**config.mk**
```make
export PLATFORM = sky130hd
export DESIGN_NAME = cga_vram_arbiter
export DESIGN_NICKNAME = d
export VERILOG_FILES = /design/src/rtl/cga_vram_arbiter.sv
export SDC_FILE = /design/constraint.sdc
export NUM_CORES = 1
export LEC_CHECK = 0
export CELL_PAD_IN_SITES_DETAIL_PLACEMENT = 1
export CELL_PAD_IN_SITES_GLOBAL_PLACEMENT = 2
export CORE_ASPECT_RATIO = 0.8
export CORE_MARGIN = 8
export CORE_UTILIZATION = 23
export CTS_CLUSTER_SIZE = 30
export DETAILED_ROUTE_END_ITERATION = 16
export GPL_TIMING_DRIVEN = 0
export PLACE_DENSITY = 0.81
export SLEW_MARGIN = 20
export SYNTH_ARGS = -nofsm -noshare
export SYNTH_HDL_FRONTEND = slang
export SYNTH_SLANG_ARGS = --single-unit
```
**constraint.sdc**
```tcl
create_clock -name clk -period 2.68 [get_ports clk]
set_input_delay 0.804 -clock clk [delete_from_list [all_inputs] [get_ports clk]]
set_output_delay 0.804 -clock clk [all_outputs]
set_load 0.03 [all_outputs]
```
**src/rtl/cga_vram_arbiter.sv**
```systemverilog
// Arbitrates the single CGA video RAM port between display fetch and ISA CPU cycles.
// Define CGA_SNOW_EN to let CPU accesses keep the port through display slots (snow).
module cga_vram_arbiter #(
  parameter int unsigned ACCESS_CYCLES = 2,
  parameter bit          USE_BUS_WAIT  = 1'b1
) (
  input  logic        clk,
  input  logic        reset,
  input  logic        disp_slot,
  input  logic        isa_window,
  input  logic [18:0] disp_addr,
  input  logic        cpu_req,
  input  logic        cpu_we,
  input  logic [14:0] cpu_addr,
  input  logic [7:0]  cpu_wdata,
  output logic [7:0]  cpu_rdata,
  output logic        bus_rdy,
  output logic [18:0] ram_a,
  output logic        ram_we_l,
  output logic [7:0]  ram_dout,
  input  logic [7:0]  ram_din,
  output logic [7:0]  disp_data,
  output logic        snow_hit
);

  typedef enum logic [1:0] {
    IDLE,
    WAIT_SLOT,
    ACCESS,
    DONE
  } state_e;

  localparam logic [2:0] LastCount = 3'(ACCESS_CYCLES - 1);

  state_e      state_q, state_d;
  logic [2:0]  cnt_q, cnt_d;
  logic        we_q, we_d;
  logic [14:0] addr_q, addr_d;
  logic [7:0]  wdata_q, wdata_d;
  logic [7:0]  rdata_q, rdata_d;

  logic dispWins;
  logic slotFree;
  logic lastBeat;
  logic captureReq;
  logic ramOwned;

  // With snow enabled the display never preempts an access already on the port.
`ifdef CGA_SNOW_EN
  assign dispWins = 1'b0;
  assign slotFree = isa_window;
`else
  assign dispWins = disp_slot;
  assign slotFree = isa_window & ~disp_slot;
`endif

  assign lastBeat   = (cnt_q == LastCount);
  assign captureReq = (state_q == IDLE) & cpu_req;

  always_ff @(posedge clk or posedge reset) begin
    if (reset) begin
      state_q <= IDLE;
    end else begin
      state_q <= state_d;
    end
  end

  always_comb begin
    state_d = state_q;
    unique case (state_q)
      IDLE: begin
        if (cpu_req) state_d = WAIT_SLOT;
      end
      WAIT_SLOT: begin
        if (!cpu_req)      state_d = IDLE;
        else if (slotFree) state_d = ACCESS;
      end
      ACCESS: begin
        if (!cpu_req)      state_d = IDLE;
        else if (dispWins) state_d = WAIT_SLOT;
        else if (lastBeat) state_d = DONE;
      end
      DONE: begin
        if (!cpu_req) state_d = IDLE;
      end
      default: state_d = IDLE;
    endcase
  end

  // The counter only survives while an access continues; any exit restarts it at zero.
  always_comb begin
    cnt_d   = 3'd0;
    we_d    = we_q;
    addr_d  = addr_q;
    wdata_d = wdata_q;
    rdata_d = rdata_q;
    if ((state_q == ACCESS) && (state_d == ACCESS)) begin
      cnt_d = cnt_q + 3'd1;
    end
    if (captureReq) begin
      we_d    = cpu_we;
      addr_d  = cpu_addr;
      wdata_d = cpu_wdata;
    end
    if ((state_q == ACCESS) && (state_d == DONE) && !we_q) begin
      rdata_d = ram_din;
    end
  end

  always_ff @(posedge clk or posedge reset) begin
    if (reset) begin
      cnt_q   <= 3'd0;
      we_q    <= 1'b0;
      addr_q  <= 15'h0000;
      wdata_q <= 8'h00;
      rdata_q <= 8'h00;
    end else begin
      cnt_q   <= cnt_d;
      we_q    <= we_d;
      addr_q  <= addr_d;
      wdata_q <= wdata_d;
      rdata_q <= rdata_d;
    end
  end

  assign ramOwned = (state_q == ACCESS) & ~dispWins;

  // Port outputs are decoded straight from state so reset releases the write strobe at once.
  always_comb begin
    ram_a    = disp_addr;
    ram_we_l = 1'b1;
    ram_dout = 8'h00;
    snow_hit = 1'b0;
    if (ramOwned) begin
      ram_a    = {4'h0, addr_q};
      ram_we_l = ~we_q;
      ram_dout = wdata_q;
    end
`ifdef CGA_SNOW_EN
    snow_hit = (state_q == ACCESS) & disp_slot;
`endif
  end

  assign bus_rdy   = USE_BUS_WAIT ? ~(cpu_req & (state_q != DONE)) : 1'b1;
  assign cpu_rdata = rdata_q;
  assign disp_data = ram_din;

endmodule

```
==> Word level (Yosys, flattened, before mapping) <==
Index checks and enable logic that the tools add are counted.
{ "totals": {"word_cells": 38, "input_bits": 56, "ff_bits": 37, "out_inout_bits": 46} }
{ "op_classes": {"n_reduce_logical": 5, "eq_ne": 7, "n_bitwise": 7, "addsub": 1, "n_mux": 12} }
{ "op_table": {"columns": ["op", "n"], "rows": [
  ["$mux 19", 1],
  ["$mux 2", 7],
  ["$eq 2x2->1 const B", 4],
  ["$mux 8", 1],
  ["$pmux 2 s4", 1],
  ["$and 1x1->1", 4],
  ["$add 3x1->3 const B", 1],
  ["$eq 3x1->1 const B", 1],
  ["$logic_and 1x1->1", 3],
  ["$mux 3", 1],
  ["$not 1->1", 3],
  ["$eq 2x1->1 const B", 1],
  ["$logic_not 2->1", 1],
  ["$ne 2x2->1 const B", 1],
  ["$logic_not 1->1", 1],
  ["$mux 1", 1]
]} }

==> Depth between registers and ports, before layout <==
{ "logic_depth": {"word_depth": 8, "mapped_depth": 6, "depth_no_buf": 5} }

==> Least setup slack after synthesis <==
No wires, ideal clock.
{ "synth_timing": {"path_type": "input -> output", "from": "input port disp_slot", "to": "output port ram_a[10]", "t_required_ps": 1876, "path_slack_ps": -16, "path_buffers": 1, "stages": 4, "arrival_ps": 1892, "cell_sequence": "nand2b_1 -> nor2_2 -> buf_4 -> mux2_2"} }
{ "synth_via": {"elab_chain_len": 3} }
{ "synth_rtl": {"columns": ["item", "line_no", "text"], "rows": [
  ["start, declared", "9", "input logic disp_slot,"],
  ["$not 1->1", "126", "assign ramOwned = (state_q == ACCESS) & ~dispWins;"],
  ["$and 1x1->1", "126", null],
  ["$mux 19", "134", "if (ramOwned) begin"],
  ["end, declared", "18", "output logic [18:0] ram_a,"]
]} }
Every way passes these cells.

==> Worst setup path in the final report <==
{ "layout_timing": {"from": "input port disp_slot", "to": "output port ram_a[3]"} }
The elaborated chain is that of the path after synthesis.

==> implementation parameters <==
Parameter                              Value

Global route
  Gr ovfl total ... 0
  Overall fraction of global-route tracks in use ... 10.9%
  Pin count of the biggest net entering global routing ... 25
  Number of antenna violations at the first check in global routing ... 0
  Number of global-route vias before repair ... 1729
  First-pass GRT wire length ... 9370 um

Final layout
  Count of inserted antenna diode cells ... 0
  Fraction of layout instances using a drive strength above 1 ... 42.9%
  Count of nets after finishing ... 311
  Area growth syn-to-layout ... 73.7%
  Most frequent standard cell in the layout excluding fill and tap cells ... sky130_fd_sc_hd__clkdlybuf4s50_1
  Core occupancy in the finished layout ... 40.7%
  Commonest cells after routing, fill and taps aside ... sky130_fd_sc_hd__clkdlybuf4s50_1 (61), sky130_fd_sc_hd__dfrtp_1 (37), sky130_fd_sc_hd__mux2_2 (24)
  Final design instance area without fill ... 0.00320 mm^2

Min path
  Hold depth ... 1
  Worst hold path type ... reg -> reg

Worst setup path
  Register-to-register setup slack ... 0.85 ns
  Kind of critical path ... in -> out
  Worst reg2reg path depth ... 4
  Data required time at the worst endpoint ... 1.88 ns
  Type of destination of the critical path ... output pin
  Critical Path Source Type ... input port
  Critical path arrival ... 1.92 ns
  CP max FO ... 7

Route
  DRT antenna net count ... 0
  Wirelength per Cell ... 16.4 um
  Total routed wirelength ... 5930 um
  DRC violations left ... 0
  First-pass iteration count of the detailed router ... 3
  Vias ... 1461
  Post-DR vias/cell ... 4.04
  DR iter-0 viols ... 13

Timing
  RSZ-0062 raised after global routing ... yes
  Max_slew headroom ... 66.1%
  Least-Margin Pin Slew ... 0.506 ns
  Setup slack after layout ... -0.0397 ns
  Timing-limited maximum frequency ... 368 MHz
  Total Neg Setup Slack ... -0.374 ns
  Portion of the clock cycle consumed by the worst path in the final layout ... 101%
  Number of endpoints with negative hold slack in the final report ... 0
  Worst Skew ... 0.00351 ns
  Final Slew Violations ... 0
  Time the final worst path needs with I/O delays and setup ... 2.72 ns
  Count of endpoints failing setup in the final report ... 14

Place
  Post-DP HPWL ... 4400 um
  IO buf count ... 100
  Weighted congestion at the end of routability-driven global placement ... 0.642
  Worst setup timing slack at the placement stage ... -1.20 ns
  Area after detailed placement ... 0.00301 mm^2

Power
  Switching power total ... 0.376 mW
  Clock network power share ... 26.8%
  Switching power share of the total ... 26.8%
  P_leak ... 1.47 nW
  Power share of the combinational group ... 25.8%
  Sequential fraction of design power ... 47.4%
  Power per unit of standard cell area ... 438 mW/mm^2
  Internal power component ... 1.03 mW
  Largest voltage drop on the vdd net ... 179 uV

Flow run
  Max capacitance violation total ... 0

Clock tree
  CTS buffer count ... 5
  Clock latency on the worst-skew pair ... 0.28 ns
  Clock-pin slew on the worst setup and hold paths ... 0.07 ns
  Master cell of the clock root buffer ... sky130_fd_sc_hd__clkbuf_8
  CTS tree ... done
  Number of sinks driven by the clock tree ... 37
  Number of H-tree branching levels ... 2
  Number of buffers on the longest clock path ... 2

Floorplanning
  Number of standard-cell rows in the floorplan ... 29
  Die Span X ... 116 um
  Ports ... 102
  Die Outline Area ... 0.0112 mm^2
  Initial core utilization ... 23.4%
  Die Y ... 96.1 um
  Placeable core region ... 0.00787 mm^2

Synth
  Cell area after synthesis ... 0.00184 mm^2
  Post-Synthesis Cells ... 138
  Number of distinct library cells after synthesis ... 25
  Post-Syn Nets ... 196
  Sequential cell area fraction in the yosys report ... 50.2%
  Number of warnings printed during yosys synthesis ... 0
  Post-Syn Area per Cell ... 13.4 um^2
  Number of register bits inferred by synthesis ... 37

Outcome
  Violated checks ... negative setup slack
  Outcome ... finished, violations left
[synth_stat cells]
cell type,instances,share of area [%]
sky130_fd_sc_hd__mux2_2,39,24
sky130_fd_sc_hd__dfrtp_1,37,50
sky130_fd_sc_hd__buf_4,10,4.1
sky130_fd_sc_hd__and2_1,8,2.7
sky130_fd_sc_hd__mux2_4,8,6.5
sky130_fd_sc_hd__nor2b_1,5,1.7
sky130_fd_sc_hd__nor2_1,4,0.81
sky130_fd_sc_hd__inv_1,3,0.61
sky130_fd_sc_hd__nand2_1,3,0.61
sky130_fd_sc_hd__nand2b_1,3,1.0
sky130_fd_sc_hd__buf_2,2,0.54
sky130_fd_sc_hd__buf_6,2,1.2
sky130_fd_sc_hd__ha_1,2,1.4
sky130_fd_sc_hd__a21boi_0,1,0.41
sky130_fd_sc_hd__a31oi_1,1,0.34
sky130_fd_sc_hd__and3b_1,1,0.47
sky130_fd_sc_hd__clkbuf_1,1,0.20
sky130_fd_sc_hd__conb_1,1,0.20
sky130_fd_sc_hd__mux2i_1,1,0.54
sky130_fd_sc_hd__nand4bb_1,1,0.61
sky130_fd_sc_hd__nor2_2,1,0.34
sky130_fd_sc_hd__nor3b_2,1,0.68
sky130_fd_sc_hd__o21a_1,1,0.41
sky130_fd_sc_hd__o21ai_0,1,0.27
sky130_fd_sc_hd__or3_1,1,0.34
[layer usage]
metal	share of wire, %	global-route usage [%]	vias up
li1	-	-	688
met1	42	12.4	717
met2	49	18.5	51
met3	8.9	4.95	5
met4	0.44	2.26	0
met5	0	0	-
[worst max-delay path, cell delays in order]
cell and delay, ns:
sky130_fd_sc_hd__buf_8 0.10, sky130_fd_sc_hd__nand2b_4 0.14, sky130_fd_sc_hd__nor2_4 0.22, sky130_fd_sc_hd__buf_8 0.19
sky130_fd_sc_hd__mux2_4 0.32, sky130_fd_sc_hd__buf_6 0.14
[logic make-up (layout without fill, tap and decap cells)]
group	after synthesis	in the layout	synth area share (%)
buffers and inverters	18	134	6.65
adder cells (fa/ha/maj)	2	2	1.36
other	1	1	0.203
multiplexers	48	48	30.9
AND/OR/NAND/NOR	28	28	9.29
AO/OA/AOI/OAI	4	4	1.42
flip-flops	37	37	50.2
[repair_timing]
action | 4_1_cts | 5_1_grt
hold buffers | 0 | 0
setup endpoints to repair | 37 | 26
endpoints found under the hold margin | 0 | 0
cloned | 1 | 0
buffers inserted | 6 | 0
pin swaps | 2 | 1
resized for setup | 213 | 5
[power groups by stage]
stage	combinational [mW]	sequential [mW]	clock, mW
floorplan	0.190	0.661	0
global placement	0.341	0.671	0
detailed placement	0.352	0.673	0
CTS	0.369	0.666	0.399
global route	0.389	0.676	0.415
finish	0.363	0.666	0.376
[state kept, by name, indices dropped and copies added (netlist names)]
register   flops
cpu_rdata      8
cnt_q          3
state_q        2
we_q           1
wdata_q        8
addr_q        15
[final cells by class]
class | count | area [um^2]
fillers | 875 | 4670
repair buffers | 108 | 1060
flip-flops and latches | 37 | 926
multi-input cells | 83 | 867
well taps | 108 | 135
plain buffers | 15 | 129
clock buffers | 8 | 80.1
inverters | 3 | 11.3
[worst paths after layout]
check                            from            to
min in group asynchronous       reset  cpu_rdata[6]
hold / removal               cnt_q[0]      cnt_q[0]
setup / recovery            disp_slot      ram_a[3]
hold reg to reg              cnt_q[0]      cnt_q[0]
setup reg to reg           state_q[0]     addr_q[1]
max in group asynchronous       reset     addr_q[1]
[stage by stage]
step,power [mW],cells,hold WS (ns)
4_1_cts,1.43,362,0.492
2_1_floorplan,0.851,138,0.436
5_1_grt,1.48,362,0.517
3_5_place_dp,1.03,347,0.482
3_3_place_gp,1.01,346,0.452
6_report,1.40,362,0.483
Power figures use the tool's default switching activity.
